`src/rtl/tiny_axi_lite_8bit_master.sv`:
```
// Single-outstanding AXI4-Lite initiator: one command in, AW/W/B or AR/R out, one response back.
// A per-transaction timeout aborts stuck handshakes so bring-up never hangs the command port.
module tiny_axi_lite_8bit_master #(
  parameter int ADDR_WIDTH = 1,
  parameter int DATA_WIDTH = 8,
  parameter int TIMEOUT    = 16
) (
  input  logic                    ACLK,
  input  logic                    ARESET,
  input  logic                    cmd_valid,
  output logic                    cmd_ready,
  input  logic                    cmd_write,
  input  logic [ADDR_WIDTH-1:0]   cmd_addr,
  input  logic [DATA_WIDTH-1:0]   cmd_wdata,
  input  logic [DATA_WIDTH/8-1:0] cmd_wstrb,
  output logic                    rsp_valid,
  input  logic                    rsp_ready,
  output logic                    rsp_write,
  output logic [DATA_WIDTH-1:0]   rsp_rdata,
  output logic [1:0]              rsp_resp,
  output logic                    rsp_timeout,
  output logic [ADDR_WIDTH-1:0]   AWADDR,
  output logic                    AWVALID,
  input  logic                    AWREADY,
  output logic [DATA_WIDTH-1:0]   WDATA,
  output logic [DATA_WIDTH/8-1:0] WSTRB,
  output logic                    WVALID,
  input  logic                    WREADY,
  input  logic                    BVALID,
  input  logic [1:0]              BRESP,
  output logic                    BREADY,
  output logic [ADDR_WIDTH-1:0]   ARADDR,
  output logic                    ARVALID,
  input  logic                    ARREADY,
  input  logic                    RVALID,
  input  logic [DATA_WIDTH-1:0]   RDATA,
  input  logic [1:0]              RRESP,
  output logic                    RREADY
);
  localparam int CW = (TIMEOUT < 1) ? 1 : $clog2(TIMEOUT + 1);
  localparam logic [CW-1:0] CNT_MAX = '1;
  localparam logic [CW-1:0] TO_VAL  = CW'(TIMEOUT);

  typedef enum logic [2:0] {S_IDLE, S_WRITE, S_WRESP, S_RADDR, S_RDATA, S_RSP} state_t;

  state_t                  state_q, state_d;
  logic [CW-1:0]           cnt_q, cnt_d, cnt_inc;
  logic                    aw_done_q, aw_done_d, w_done_q, w_done_d, write_q, write_d;
  logic                    cmd_ready_q, cmd_ready_d, rsp_valid_q, rsp_valid_d;
  logic                    rsp_write_q, rsp_write_d, rsp_timeout_q, rsp_timeout_d;
  logic [DATA_WIDTH-1:0]   rsp_rdata_q, rsp_rdata_d, wdata_q, wdata_d;
  logic [1:0]              rsp_resp_q, rsp_resp_d;
  logic [ADDR_WIDTH-1:0]   awaddr_q, awaddr_d, araddr_q, araddr_d;
  logic [DATA_WIDTH/8-1:0] wstrb_q, wstrb_d;
  logic                    awvalid_q, awvalid_d, wvalid_q, wvalid_d, bready_q, bready_d;
  logic                    arvalid_q, arvalid_d, rready_q, rready_d;

  logic accept, active, timeout_hit, abort;
  logic aw_hs, w_hs, b_hs, ar_hs, r_hs, aw_all, w_all;

  assign accept  = (state_q == S_IDLE) && cmd_valid && cmd_ready_q;
  assign active  = state_q inside {S_WRITE, S_WRESP, S_RADDR, S_RDATA};
  assign cnt_inc = (cnt_q == CNT_MAX) ? cnt_q : cnt_q + 1'b1;
  assign aw_hs   = awvalid_q & AWREADY;
  assign w_hs    = wvalid_q & WREADY;
  assign b_hs    = bready_q & BVALID;
  assign ar_hs   = arvalid_q & ARREADY;
  assign r_hs    = rready_q & RVALID;
  assign aw_all  = aw_done_q | aw_hs;
  assign w_all   = w_done_q | w_hs;

  // A handshake landing in the cycle the counter reaches TIMEOUT completes normally.
  assign timeout_hit = (TIMEOUT != 0) && active && (cnt_inc == TO_VAL);
  assign abort = timeout_hit && !(((state_q == S_WRITE) && aw_all && w_all) ||
                                  ((state_q == S_WRESP) && b_hs) ||
                                  ((state_q == S_RADDR) && ar_hs) ||
                                  ((state_q == S_RDATA) && r_hs));

  always_ff @(posedge ACLK or posedge ARESET) begin
    if (ARESET) begin
      state_q       <= S_IDLE;
      cnt_q         <= '0;
      aw_done_q     <= 1'b0;
      w_done_q      <= 1'b0;
      write_q       <= 1'b0;
      cmd_ready_q   <= 1'b0;
      rsp_valid_q   <= 1'b0;
      rsp_write_q   <= 1'b0;
      rsp_timeout_q <= 1'b0;
      rsp_rdata_q   <= '0;
      rsp_resp_q    <= '0;
      awaddr_q      <= '0;
      araddr_q      <= '0;
      wdata_q       <= '0;
      wstrb_q       <= '0;
      awvalid_q     <= 1'b0;
      wvalid_q      <= 1'b0;
      bready_q      <= 1'b0;
      arvalid_q     <= 1'b0;
      rready_q      <= 1'b0;
    end else begin
      state_q       <= state_d;
      cnt_q         <= cnt_d;
      aw_done_q     <= aw_done_d;
      w_done_q      <= w_done_d;
      write_q       <= write_d;
      cmd_ready_q   <= cmd_ready_d;
      rsp_valid_q   <= rsp_valid_d;
      rsp_write_q   <= rsp_write_d;
      rsp_timeout_q <= rsp_timeout_d;
      rsp_rdata_q   <= rsp_rdata_d;
      rsp_resp_q    <= rsp_resp_d;
      awaddr_q      <= awaddr_d;
      araddr_q      <= araddr_d;
      wdata_q       <= wdata_d;
      wstrb_q       <= wstrb_d;
      awvalid_q     <= awvalid_d;
      wvalid_q      <= wvalid_d;
      bready_q      <= bready_d;
      arvalid_q     <= arvalid_d;
      rready_q      <= rready_d;
    end
  end

  always_comb begin
    state_d = state_q;
    case (state_q)
      S_IDLE:  if (accept) state_d = cmd_write ? S_WRITE : S_RADDR;
      S_WRITE: if (aw_all && w_all) state_d = S_WRESP;
               else if (abort) state_d = S_RSP;
      S_WRESP: if (b_hs || abort) state_d = S_RSP;
      S_RADDR: if (ar_hs) state_d = S_RDATA;
               else if (abort) state_d = S_RSP;
      S_RDATA: if (r_hs || abort) state_d = S_RSP;
      S_RSP:   if (rsp_ready) state_d = S_IDLE;
      default: state_d = S_IDLE;
    endcase
  end

  always_comb begin
    cnt_d         = active ? cnt_inc : cnt_q;
    aw_done_d     = aw_done_q;
    w_done_d      = w_done_q;
    write_d       = write_q;
    cmd_ready_d   = cmd_ready_q;
    rsp_valid_d   = rsp_valid_q;
    rsp_write_d   = rsp_write_q;
    rsp_timeout_d = rsp_timeout_q;
    rsp_rdata_d   = rsp_rdata_q;
    rsp_resp_d    = rsp_resp_q;
    awaddr_d      = awaddr_q;
    araddr_d      = araddr_q;
    wdata_d       = wdata_q;
    wstrb_d       = wstrb_q;
    awvalid_d     = awvalid_q;
    wvalid_d      = wvalid_q;
    bready_d      = bready_q;
    arvalid_d     = arvalid_q;
    rready_d      = rready_q;
    case (state_q)
      S_IDLE: begin
        cmd_ready_d = 1'b1;
        if (accept) begin
          cmd_ready_d = 1'b0;
          cnt_d       = '0;
          write_d     = cmd_write;
          aw_done_d   = 1'b0;
          w_done_d    = 1'b0;
          if (cmd_write) begin
            awaddr_d  = cmd_addr;
            wdata_d   = cmd_wdata;
            wstrb_d   = cmd_wstrb;
            awvalid_d = 1'b1;
            wvalid_d  = 1'b1;
          end else begin
            araddr_d  = cmd_addr;
            arvalid_d = 1'b1;
          end
        end
      end
      S_WRITE: begin
        aw_done_d = aw_all;
        w_done_d  = w_all;
        if (aw_hs) awvalid_d = 1'b0;
        if (w_hs) wvalid_d = 1'b0;
        if (aw_all && w_all) bready_d = 1'b1;
      end
      S_WRESP: if (b_hs) begin
        bready_d      = 1'b0;
        rsp_valid_d   = 1'b1;
        rsp_write_d   = 1'b1;
        rsp_rdata_d   = '0;
        rsp_resp_d    = BRESP;
        rsp_timeout_d = 1'b0;
      end
      S_RADDR: if (ar_hs) begin
        arvalid_d = 1'b0;
        rready_d  = 1'b1;
      end
      S_RDATA: if (r_hs) begin
        rready_d      = 1'b0;
        rsp_valid_d   = 1'b1;
        rsp_write_d   = 1'b0;
        rsp_rdata_d   = RDATA;
        rsp_resp_d    = RRESP;
        rsp_timeout_d = 1'b0;
      end
      S_RSP: if (rsp_ready) begin
        rsp_valid_d = 1'b0;
        cmd_ready_d = 1'b1;
      end
      default: ;
    endcase
    // Abort drops every handshake signal; stale B/R beats are the slave's problem after this.
    if (abort) begin
      awvalid_d     = 1'b0;
      wvalid_d      = 1'b0;
      bready_d      = 1'b0;
      arvalid_d     = 1'b0;
      rready_d      = 1'b0;
      rsp_valid_d   = 1'b1;
      rsp_write_d   = write_q;
      rsp_rdata_d   = '0;
      rsp_resp_d    = 2'b10;
      rsp_timeout_d = 1'b1;
    end
  end

  assign cmd_ready   = cmd_ready_q;
  assign rsp_valid   = rsp_valid_q;
  assign rsp_write   = rsp_write_q;
  assign rsp_rdata   = rsp_rdata_q;
  assign rsp_resp    = rsp_resp_q;
  assign rsp_timeout = rsp_timeout_q;
  assign AWADDR      = awaddr_q;
  assign AWVALID     = awvalid_q;
  assign WDATA       = wdata_q;
  assign WSTRB       = wstrb_q;
  assign WVALID      = wvalid_q;
  assign BREADY      = bready_q;
  assign ARADDR      = araddr_q;
  assign ARVALID     = arvalid_q;
  assign RREADY      = rready_q;

endmodule
```
`config.mk`:
```
export PLATFORM = sky130hd
export DESIGN_NAME = tiny_axi_lite_8bit_master
export DESIGN_NICKNAME = d
export VERILOG_FILES = /design/src/rtl/tiny_axi_lite_8bit_master.sv
export SDC_FILE = /design/constraint.sdc
export NUM_CORES = 1
export LEC_CHECK = 0
export ABC_AREA = 1
export BUFFER_PORTS_ARGS = -buffer_cell sky130_fd_sc_hd__buf_2
export CAP_MARGIN = 20
export CORE_UTILIZATION = 28
export CTS_BUF_LIST = sky130_fd_sc_hd__clkbuf_4
export DETAILED_ROUTE_END_ITERATION = 12
export PLACE_DENSITY = 0.52
export SLEW_MARGIN = 10
export SYNTH_ARGS = -nofsm -noshare
export SYNTH_HDL_FRONTEND = slang
export SYNTH_SLANG_ARGS = --single-unit
```
`constraint.sdc`:
```
create_clock -name ACLK -period 1.9 [get_ports ACLK]
set_input_delay 0.095 -clock ACLK [delete_from_list [all_inputs] [get_ports ACLK]]
set_output_delay 0.095 -clock ACLK [all_outputs]
set_load 0.01 [all_outputs]
```
==> metrics.md <==
| Metric | Value |
|---|---|
| R2R cell count | 10 |
| Ys async rst share | 100.0% |
| Synth top area share | 46.99% |
| Hold Path Sink | rsp_resp[0] |
| Via density per instance | 4.392 |
| Leak | around 0.0016 µW |
| Outcome | completed |
| # setup viols final | 0 |
| Clock sink count | 41 |
| CTS Buf Count | 5 |
| Initial antenna violation count | 0 |
| Vias | 1985 |
| Req. time, crit path | 2160 ps |
| Clk_skew | 9.466 ps |
| R2R setup slack | a little over 60 ps |
| Root Driver | clkbuf_4 |
| Antenna cells | 0 |
| Fraction of layout cells with a size suffix above 1 | 43.91% |
| CTS tree | built |
| Design Area, Final | 0.003141 mm² |
| CP Capture Type | register |
| Num ports | 62 |
| Fmax | 543.6 MHz |
| Post-synth EDFFs | 0 |
| Vias in the first global route | 2055 |
| CP Max Fanout | 12 |
| Final Hold Slack | 87.51 ps |
| Yosys top cell by area | dfrtp_1 |
| Die Y | between 90 and 100 µm |
| Starting Density | 29.47% |
| Final worst path period share | 96.83% |
| Post-DP Area | 0.002740 mm² |
| Highest-delay cell along the critical path | dfrtp_1 |
| DIE WIDTH | 90.31 µm |
| Placed cell count | 418 |
| DRT antenna net count | 0 |
| Routability congestion estimate | around 0.8 |
| # port buffers | 61 |
| Core footprint | approximately 0.0074 mm² |
| Yosys reg bits | 41 |
| Pre-CTS setup slack | -42.80 ps |
| Final #Nets | roughly 390 |
| Most used standard cell by instance count after synthesis | nand2_1 |
| WP data arrival | about 2100 ps |
| Post-DP HPWL | between 3000 and 4000 µm |
| Hold path depth | 5 |
| DRT Pass-1 Iters | 6 |
| Worst Max-Slew Pin Slew | 520.3 ps |
| Synth Instances | 244 |
| RSZ-0062 raised after global routing | yes |
| Hold_sp | RRESP[0] |
| Buf/Inv on CP | 2 |
| Rows | 31 |
| Tot GR Track Use | roughly 14% |
| Largest stage delay on the critical path | between 400 and 500 ps |
| Die area | 0.008155 mm² |
| Worst R2R Start | cnt_q[1] |
| Synth area leaders | dfrtp_1, nand2_1, nand3_1, mux2_2, inv_1 |
| CP delay by family, top | simple AND/OR/NAND/NOR gates |
| Ys flop type | dfrtp_1 |
| Layout Cells excl Fill | 452 |
| Fin. max-slew vios | 0 |
| Sequential share of the synthesized area | 46.99% |
| First-pass GRT wire length | 9308 µm |
| Setup crit start kind | register |
| Distinct cells, synth | 33 |
| RR Endpoint | rsp_rdata[6] |
| Synth Cell Area | 0.002183 mm² |
| Worst IR Drop VDD | 0.5741 mV |
| Syn nets | 277 |
| Crit-path most repeated cell | nand3_4 |
| PwrDens | 1520 mW/mm² |
| Yosys warns | 0 |
| Crit path cell chain | ha_2 -> buf_4 -> xor2_2 -> nor3_4 -> nand3_4 -> nand2_2 -> nand3_4 -> buf_12 -> nand2_1 -> o21ai_2 |
| GRT overflow | 0 |
| Area grow syn2layout | 43.84% |
| Initial DRC count | 59 |
| Mean Syn Cell Area | 8.948 µm² |
| Longest Clk Path Bufs | 2 |
| Max-Cap Viols | 0 |
| DRC Markers | 0 |
| H-tree levels | 2 |
| Fin crit period | 1840 ps |
| Clk_lat worst skew | 350 ps |
| Largest net degree at the start of global routing | 42 |
| Critical path class | reg2reg |
| Final WL | 5268 µm |
| Most frequent cells after synthesis | nand2_1, dfrtp_1, inv_1 |
| Post-DR wirelength/cell | 11.65 µm |
| Worst hold path type | in2reg |
| Setup WS post-layout | 60.31 ps |
| Fin. Hold Viols | 0 |
| Headroom to the max-slew limit | 65.31% |
| Clock Pin Slew Worst Setup and Hold Paths | 120 ps |
-- worst max-delay path by stage --
stage,from,end,depth (start not counted)
after floorplan,cnt_q[0],rsp_resp[1],12
after global placement,cnt_q[0],rsp_rdata[4],11
after detailed placement,cnt_q[0],state_q[2],10
after CTS,cnt_q[0],state_q[2],11
after global routing,cnt_q[1],rsp_valid,13
final,cnt_q[1],rsp_rdata[6],10
-- cell type report --
cell class	count	area, µm²
repair buffers	107	735.7
inverters	29	111.4
clock inverters	2	33.78
fillers	757	4268
well taps	99	123.9
flip-flops and latches	41	1028
multi-input cells	168	1062
clock buffers	6	45.04
-- per-stage QoR --
step | util [%] | setup TNS [ps] | total power (µW)
after floorplan | - | 0 | 3149
after global placement | 36.99 | 0 | 3957
after detailed placement | 36.99 | -43.79 | 3978
after CTS | 40.99 | -4.833 | 4636
after global routing | 42.39 | -1142 | 5204
final | 42.39 | 0 | 4775
-- cells by family (layout without fill, tap and decap cells) --
kind of cell,Yosys count,count (layout),share of synthesized area (%)
mux,9,9,4.642
buf+inv,35,144,7.278
xor+xnor,2,2,0.8024
compound gates,35,35,10.54
simple gates,121,121,29.17
flops,41,41,46.99
fa+ha+maj,1,1,0.5730
-- worst min-delay path: cells and delay by family --
kind | cells | cell delay (ps)
compound gates | 1 | 50
buf+inv | 1 | 100
simple gates | 3 | 170
-- power breakdown --
group          internal, µW  leakage, µW  switching, µW  total (µW)
combinational          1220      0.00105           1460        2670
clock                   288    0.0000433            282         570
sequential             1270     0.000513            258        1530
-- per-layer routing --
| layer | track usage [%] | vias to the layer above | part of all wire [%] |
|---|---|---|---|
| met2 | 25.00 | 51 | 50 |
| met3 | 2.525 | 6 | 4.0 |
| li1 | - | 1009 | - |
| met4 | 4.839 | 0 | 1.6 |
| met1 | 16.87 | 919 | 44 |
| met5 | 0 | - | 0 |
-- placed cells by master, fill, tap and decap left out, drive strengths merged, types with 5 or more instances in the layout --
cell         instances
dlygate4sd3         21
dfrtp               41
nand2               65
a21oi                6
clkbuf               6
mux2                 9
inv                 28
o21ai               24
nand3               30
nor3                 5
buf                 86
nor2                20
-- sequential cells by signal, indices dropped and copies added (netlist names), 2 cells and up --
name,count
rsp_rdata,8
cnt_q,5
WDATA,8
state_q,3
rsp_resp,2
-- what timing repair did --
| action | CTS | global route |
|---|---|---|
| gates resized for setup | 4 | 19 |
| pin swaps | 1 | 7 |
| hold endpoints to repair | 62 | 0 |
| endpoints found under the setup margin | 18 | 21 |
| setup buffers | 0 | 5 |
| cloned | 0 | 0 |
| hold buffers | 21 | 0 |
Power figures use the tool's default switching activity.
